==> src/rtl/dmul_arb_if.sv <==
// Bus between two requesters, the shared stochastic multiplier and the result
// consumer. The arbiter controller is the slave; the environment is the master.
interface dmul_arb_if #(parameter int DATAWD = 8);
  logic              req0_valid;
  logic              req1_valid;
  logic [DATAWD-1:0] req0_a;
  logic [DATAWD-1:0] req0_b;
  logic [DATAWD-1:0] req1_a;
  logic [DATAWD-1:0] req1_b;
  logic              req0_ready;
  logic              req1_ready;
  logic [DATAWD-1:0] mul_iA;
  logic [DATAWD-1:0] mul_iB;
  logic              mul_loadA;
  logic              mul_loadB;
  logic [2*DATAWD-1:0] mul_oC;
  logic              res_valid;
  logic              res_ready;
  logic [2*DATAWD-1:0] res_data;
  logic              res_id;
  logic              busy;

  modport slave (
    input  req0_valid, req1_valid, req0_a, req0_b, req1_a, req1_b,
    input  mul_oC, res_ready,
    output req0_ready, req1_ready, mul_iA, mul_iB, mul_loadA, mul_loadB,
    output res_valid, res_data, res_id, busy
  );

  modport master (
    output req0_valid, req1_valid, req0_a, req0_b, req1_a, req1_b,
    output mul_oC, res_ready,
    input  req0_ready, req1_ready, mul_iA, mul_iB, mul_loadA, mul_loadB,
    input  res_valid, res_data, res_id, busy
  );
endinterface

==> src/rtl/dmul_arb_ctrl.sv <==
// Two-requester round-robin front end for a shared stochastic multiplier:
// accepts one operand pair, runs the multiplier for RUN_LEN cycles, returns the count.
//
// state   | meaning
// IDLE    | waiting for a request; ready asserted for the granted requester
// LOAD    | one-cycle load strobe, clears the multiplier count
// RUN     | multiplier accumulating for RUN_LEN cycles
// CAPTURE | register the multiplier count
// RESULT  | result held until res_ready
module dmul_arb_ctrl #(
  parameter int DATAWD  = 8,
  parameter int RUN_LEN = 255
) (
  input logic      clk,
  input logic      rst,
  dmul_arb_if.slave bus
);

  typedef enum logic [2:0] {IDLE, LOAD, RUN, CAPTURE, RESULT} state_t;

  localparam logic [15:0] RUN_LAST = 16'(RUN_LEN - 1);

  state_t              state;
  state_t              stateNext;
  logic                prioPtr;
  logic [15:0]         runCnt;
  logic [DATAWD-1:0]   opA;
  logic [DATAWD-1:0]   opB;
  logic [2*DATAWD-1:0] resData;
  logic                resId;
  logic                grant0;
  logic                grant1;
  logic                accept;

  // Pointer only matters on a tie; a lone valid always wins.
  assign grant0 = bus.req0_valid & (~bus.req1_valid | ~prioPtr);
  assign grant1 = bus.req1_valid & (~bus.req0_valid |  prioPtr);
  assign accept = (state == IDLE) & (grant0 | grant1);

  always_ff @(posedge clk) begin
    if (rst) begin
      state   <= IDLE;
      prioPtr <= 1'b0;
      runCnt  <= '0;
      opA     <= '0;
      opB     <= '0;
      resData <= '0;
      resId   <= 1'b0;
    end else begin
      state <= stateNext;
      case (state)
        IDLE: begin
          if (accept) begin
            opA   <= grant1 ? bus.req1_a : bus.req0_a;
            opB   <= grant1 ? bus.req1_b : bus.req0_b;
            resId <= grant1;
          end
        end
        LOAD:    runCnt  <= '0;
        RUN:     runCnt  <= runCnt + 16'd1;
        CAPTURE: resData <= bus.mul_oC;
        RESULT: begin
          if (bus.res_ready) prioPtr <= ~resId;
        end
        default: ;
      endcase
    end
  end

  always_comb begin
    stateNext      = state;
    bus.req0_ready = 1'b0;
    bus.req1_ready = 1'b0;
    bus.mul_loadA  = 1'b0;
    bus.mul_loadB  = 1'b0;
    bus.res_valid  = 1'b0;
    case (state)
      IDLE: begin
        bus.req0_ready = grant0;
        bus.req1_ready = grant1;
        if (accept) stateNext = LOAD;
      end
      LOAD: begin
        bus.mul_loadA = 1'b1;
        bus.mul_loadB = 1'b1;
        stateNext     = RUN;
      end
      RUN: begin
        if (runCnt == RUN_LAST) stateNext = CAPTURE;
      end
      CAPTURE: stateNext = RESULT;
      RESULT: begin
        bus.res_valid = 1'b1;
        if (bus.res_ready) stateNext = IDLE;
      end
      default: stateNext = IDLE;
    endcase
  end

  assign bus.mul_iA   = opA;
  assign bus.mul_iB   = opB;
  assign bus.res_data = resData;
  assign bus.res_id   = resId;
  assign bus.busy     = (state != IDLE);

endmodule

==> src/flat_wrapper.sv <==
// flat-port wrapper written by rule: the top's interface ports become plain ports
module dmul_arb_ctrl_flat 
#(
  parameter int DATAWD  = 8,
  parameter int RUN_LEN = 255
)
  (clk, rst, bus_req0_valid, bus_req1_valid, bus_req0_a, bus_req0_b, bus_req1_a, bus_req1_b, bus_mul_oC, bus_res_ready, bus_req0_ready, bus_req1_ready, bus_mul_iA, bus_mul_iB, bus_mul_loadA, bus_mul_loadB, bus_res_valid, bus_res_data, bus_res_id, bus_busy);
  dmul_arb_if #(.DATAWD(DATAWD)) bus_i ();
  input logic clk;
  input logic rst;
  input wire logic [$bits(bus_i.req0_valid)-1:0] bus_req0_valid;
  input wire logic [$bits(bus_i.req1_valid)-1:0] bus_req1_valid;
  input wire logic [$bits(bus_i.req0_a)-1:0] bus_req0_a;
  input wire logic [$bits(bus_i.req0_b)-1:0] bus_req0_b;
  input wire logic [$bits(bus_i.req1_a)-1:0] bus_req1_a;
  input wire logic [$bits(bus_i.req1_b)-1:0] bus_req1_b;
  input wire logic [$bits(bus_i.mul_oC)-1:0] bus_mul_oC;
  input wire logic [$bits(bus_i.res_ready)-1:0] bus_res_ready;
  output wire logic [$bits(bus_i.req0_ready)-1:0] bus_req0_ready;
  output wire logic [$bits(bus_i.req1_ready)-1:0] bus_req1_ready;
  output wire logic [$bits(bus_i.mul_iA)-1:0] bus_mul_iA;
  output wire logic [$bits(bus_i.mul_iB)-1:0] bus_mul_iB;
  output wire logic [$bits(bus_i.mul_loadA)-1:0] bus_mul_loadA;
  output wire logic [$bits(bus_i.mul_loadB)-1:0] bus_mul_loadB;
  output wire logic [$bits(bus_i.res_valid)-1:0] bus_res_valid;
  output wire logic [$bits(bus_i.res_data)-1:0] bus_res_data;
  output wire logic [$bits(bus_i.res_id)-1:0] bus_res_id;
  output wire logic [$bits(bus_i.busy)-1:0] bus_busy;
  assign bus_i.req0_valid = bus_req0_valid;
  assign bus_i.req1_valid = bus_req1_valid;
  assign bus_i.req0_a = bus_req0_a;
  assign bus_i.req0_b = bus_req0_b;
  assign bus_i.req1_a = bus_req1_a;
  assign bus_i.req1_b = bus_req1_b;
  assign bus_i.mul_oC = bus_mul_oC;
  assign bus_i.res_ready = bus_res_ready;
  assign bus_req0_ready = bus_i.req0_ready;
  assign bus_req1_ready = bus_i.req1_ready;
  assign bus_mul_iA = bus_i.mul_iA;
  assign bus_mul_iB = bus_i.mul_iB;
  assign bus_mul_loadA = bus_i.mul_loadA;
  assign bus_mul_loadB = bus_i.mul_loadB;
  assign bus_res_valid = bus_i.res_valid;
  assign bus_res_data = bus_i.res_data;
  assign bus_res_id = bus_i.res_id;
  assign bus_busy = bus_i.busy;
  dmul_arb_ctrl #(.DATAWD(DATAWD), .RUN_LEN(RUN_LEN)) u_core (.clk(clk), .rst(rst), .bus(bus_i));
endmodule
==> config.mk <==
export PLATFORM = sky130hd
export DESIGN_NAME = dmul_arb_ctrl_flat
export DESIGN_NICKNAME = d
export VERILOG_FILES = /design/src/rtl/dmul_arb_if.sv /design/src/rtl/dmul_arb_ctrl.sv /design/src/flat_wrapper.sv
export SDC_FILE = /design/constraint.sdc
export NUM_CORES = 1
export LEC_CHECK = 0
export CORE_MARGIN = 2
export CORE_UTILIZATION = 47
export CTS_CLUSTER_DIAMETER = 50
export DETAILED_ROUTE_END_ITERATION = 7
export PLACE_DENSITY_LB_ADDON = 0.05
export SYNTH_ARGS = -nofsm -noshare
export SYNTH_HDL_FRONTEND = slang
export SYNTH_SLANG_ARGS = --single-unit
==> constraint.sdc <==
create_clock -name clk -period 3.8 [get_ports clk]
set_clock_uncertainty 0.05 [all_clocks]
set_input_delay 0.76 -clock clk [delete_from_list [all_inputs] [get_ports clk]]
set_output_delay 0.76 -clock clk [all_outputs]
set_load 0.005 [all_outputs]
After elaboration in Yosys (flattened, before gate mapping) --
Index checks and enable logic that the tools add are counted.
Cells by class: muxes and demuxes 11, bitwise logic cells 10, reduce and logical (&&, ||, !) cells 6, shift operators 0, equality and inequality tests 8, div/mod/pow operators 0, order comparisons 0, multiply operators 0, add/sub/neg operators 1
Operators with widths (number):
- $pmux W16 S2 | 1
- $add A16 B1 Y16 const B | 1
- $eq A16 B8 Y1 const B | 1
- $mux W8 | 2
- $pmux W3 S5 | 1
- $mux W3 | 3
- $eq A3 B2 Y1 const B | 2
- $mux W1 | 4
- $ne A2 B1 Y1 const B | 2
- $not A1 Y1 | 4
- $reduce_and A2 Y1 | 2
- $and A1 B1 Y1 | 3
- $eq A3 B1 Y1 const B | 1
- $eq A3 B3 Y1 const B | 1
- $logic_not A3 Y1 | 1
- $or A1 B1 Y1 | 3
- $reduce_and A3 Y1 | 1
- $reduce_bool A3 Y1 | 1
- $ne A2 B2 Y1 const B | 1
- $reduce_bool A2 Y1 | 1
Word-level totals: RAM bits 0, ROM bits 0, latch bits 0, memories 0, logic and storage cells 43, register bits 53

Longest topological paths before layout --
word-level depth 7, depth in mapped cells 7

Least setup slack after synthesis --
Ideal clock, no wire load.
kind input-to-output, from input bus_req0_valid, to output bus_req1_ready, path buffers 2, stages on the path 5, required time 2990 ps, arrival 1491 ps, setup slack 1499 ps, cells stage by stage inv_1 -> o21ai_0 -> buf_2 -> buf_2 -> nor2_1
On the way: word-level cells in the longest chain between the ends 4
RTL lines:
- start, declared | RTL line flat_wrapper.sv:11 | input wire logic [$bits(bus_i.req0_valid)-1:0] bus_req0_valid;
- $not A1 Y1 | RTL line dmul_arb_ctrl.sv:37 | assign grant1 = bus.req1_valid & (~bus.req0_valid | prioPtr);
- $or A1 B1 Y1 | RTL line dmul_arb_ctrl.sv:37
- $and A1 B1 Y1 | RTL line dmul_arb_ctrl.sv:37
- $mux W1 | RTL line dmul_arb_ctrl.sv:77 | case (state)
- end, declared | RTL line flat_wrapper.sv:20 | output wire logic [$bits(bus_i.req1_ready)-1:0] bus_req1_ready;
Every way passes these cells.

Worst setup path in the final report --
from input bus_req0_valid, to output bus_req0_ready
On the way: word-level cells in the longest chain between the ends 2
RTL lines:
- $and A1 B1 Y1 | RTL line dmul_arb_ctrl.sv:36 | assign grant0 = bus.req0_valid & (~bus.req1_valid | ~prioPtr);
- $mux W1 | RTL line dmul_arb_ctrl.sv:77
- end, declared | RTL line flat_wrapper.sv:19 | output wire logic [$bits(bus_i.req0_ready)-1:0] bus_req0_ready;
Every way passes these cells.

==> flow_metrics.env <==
export IMPL_cts_post_setup_buffers_inserted=0
export IMPL_wl_per_cell_um=13.3
export IMPL_setup_viol=0
export IMPL_r2r_cells=4
export IMPL_grt_pass1_vias=2158
export IMPL_die_w_um=75.3
export IMPL_p_per_area_nw_per_um2=407
export IMPL_io_pins=92
export IMPL_grt_ovfl_total=0
export IMPL_syn_mean_instance_area_um2=8.57
export IMPL_netlist_top_cells_area="dfxtp_1, a21oi_1, mux2i_1, nand2_1, a211oi_1"
export IMPL_antennaDiodeCount=0
export IMPL_cts_resized=0
export IMPL_layout_commonest_cell="clkdlybuf4s50_1"
export IMPL_drtIter0Drc=52
export IMPL_tns_ns=0
export IMPL_cts_root_buffer="clkbuf_8"
export IMPL_numCtsBuffers=5
export IMPL_min_from="u_core.bus.res_data[4]"
export IMPL_gp_congestion=0.831
export IMPL_max_slew_margin_pct=53.9
export IMPL_hold_class="flop to flop"
export IMPL_tightest_slew_ns=0.690
export IMPL_synth_area_leader_cell="dfxtp_1"
export IMPL_grtUsageTotal_pct=21.6
export IMPL_wl_um=5680
export IMPL_ys_flop_type="dfxtp_1"
export IMPL_initial_utilization_pct=49.6
export IMPL_port_buffers=91
export IMPL_vdd_drop_max_v=0.000254
export IMPL_rr_startpoint="u_core.state[1]"
export IMPL_fin_crit_sh_pct=81.3
export IMPL_worstHoldPathCells=2
export IMPL_crit_path_max_fanout=3
export IMPL_dp_hpwl_um=4110
export IMPL_htreeDepth=2
export IMPL_coreArea_um2=4820
export IMPL_drive_gt1_share_pct=6.39
export IMPL_avgViaCountPerCell=5.24
export IMPL_yosysSeqAreaShare_pct=44.4
export IMPL_cts_sinks=53
export IMPL_slew_violations=0
export IMPL_status="finished clean"
export IMPL_endpoint_kind="primary output"
export IMPL_drc=0
export IMPL_finalCriticalPeriod_ns=3.09
export IMPL_async_flop_share_pct=0
export IMPL_final_fill_count=417
export IMPL_synthCells=279
export IMPL_startpoint_type="primary input"
export IMPL_synth_cell_area_um2=2390
export IMPL_rsz0062_at_grt="false"
export IMPL_vias=2237
export IMPL_synth_edff_count=0
export IMPL_die_h_um=75.3
export IMPL_synth_distinct_cells=41
export IMPL_cap_violations=0
export IMPL_antenna_found_initial=0
export IMPL_syn_nets=334
export IMPL_p_leak_nw=1.26
export IMPL_finalHoldViolations=0
export IMPL_rows=25
export IMPL_arrival_ns=2.28
export IMPL_grt_max_degree=43
export IMPL_crit_type="primary input to primary output"
export IMPL_postPlaceCellArea_um2=3300
export IMPL_clk_latency_ns=0.30
export IMPL_critPathRequiredTime_ns=2.99
export IMPL_fmaxAchievable_mhz=324
export IMPL_yosysTopAreaCellShare_pct=44.4
export IMPL_first_pass_iters=4
export IMPL_fin_area_um2=3390
export IMPL_setup_worst_path_start="bus_req0_valid"
export IMPL_clk_pin_slew_worst_paths_ns=0.10
export IMPL_synth_warnings=0
export IMPL_ctsHoldBuffers=0
export IMPL_die_area_um2=5670
export IMPL_ant_nets=0
export IMPL_mostFrequentLayoutCells="clkdlybuf4s50_1, dfxtp_1, nand2_1"
export IMPL_cts_buffer_depth=2
export IMPL_cts_tree="yes"
export IMPL_nNetsFinal=414
export IMPL_grt_pass1_wl_um=9600
export IMPL_syn_to_final_growth_pct=41.7
export IMPL_ys_seq_elements=53
worst max-delay path, stage by stage:
cell	delay, ns
clkdlybuf4s50_1	0.49
inv_1	0.07
or2_2	0.30
a21oi_1	0.12
clkdlybuf4s50_1	0.53
cell families after synthesis:
kind of cell,share of synthesized area (%)
adder cells (fa/ha/maj),1.05
buffers and inverters,4.76
flip-flops,44.4
multiplexers,9.52
XOR/XNOR,0.366
AO/OA/AOI/OAI,14.5
AND/OR/NAND/NOR,25.4
cell usage after synthesis, types with 4 or more instances:
library cell,n
nor2_1,33
nor3b_1,6
nand2_1,40
buf_2,7
a211oi_1,17
nand4_1,4
buf_4,4
clkbuf_1,9
dfxtp_1,53
o21ai_0,4
mux2_2,5
mux2i_1,16
nand3_1,5
a21oi_1,32
metrics by stage:
stage          power (W)  util [%]  hold slack, ns  instances  setup slack (ns)
3_3_place_gp     0.00107      68.5           0.391        419             0.714
5_1_grt          0.00146      70.3           0.433        427             0.586
6_report         0.00138      70.3           0.407        427             0.712
4_1_cts          0.00139      70.3           0.409        427             0.712
2_1_floorplan   0.000880         -           0.397        279              1.50
3_5_place_dp     0.00108      68.5           0.396        419             0.728
state kept, by name (all words and copies together), names as in the netlist:
| signal | count |
|---|---|
| u_core.bus.res_data | 16 |
| u_core.bus.mul_iB | 8 |
| u_core.bus.mul_iA | 8 |
| u_core.state | 3 |
| u_core.bus.res_id | 1 |
| u_core.runCnt | 16 |
| u_core.prioPtr | 1 |
per-layer routing:
metal	vias to the layer above	track usage [%]	routed length, um
met5	-	0	0
met4	0	5.26	57
met3	6	8.99	500
met2	62	35.3	2730
met1	1025	26.7	2390
li1	1144	-	-
cell type report:
class                           instances  area, um^2  area share, %
Sequential cell                        53        1060           31.3
Clock buffer                            6        72.6           2.14
Tap cell                               67        83.8           2.47
Clock inverter                          2        15.0          0.443
Multi-Input combinational cell        202        1220           36.0
Inverter                                4        15.0          0.443
Timing Repair Buffer                   93         921           27.2
power breakdown:
| part | total (W) | leakage, nW | switching (W) | internal [W] |
|---|---|---|---|---|
| Combinational | 0.000411 | 0.793 | 0.000186 | 0.000225 |
| Clock | 0.000314 | 0.0374 | 0.000184 | 0.000130 |
| Sequential | 0.000653 | 0.432 | 0.0000398 | 0.000614 |
final timing paths:
check                                end  slack, ns
setup reg to reg       u_core.runCnt[13]       1.83
hold reg to reg   u_core.bus.res_data[4]       0.41
setup / recovery          bus_req0_ready       0.71
hold / removal    u_core.bus.res_data[4]       0.41
Note: power is estimated with default switching activity, not from simulation.
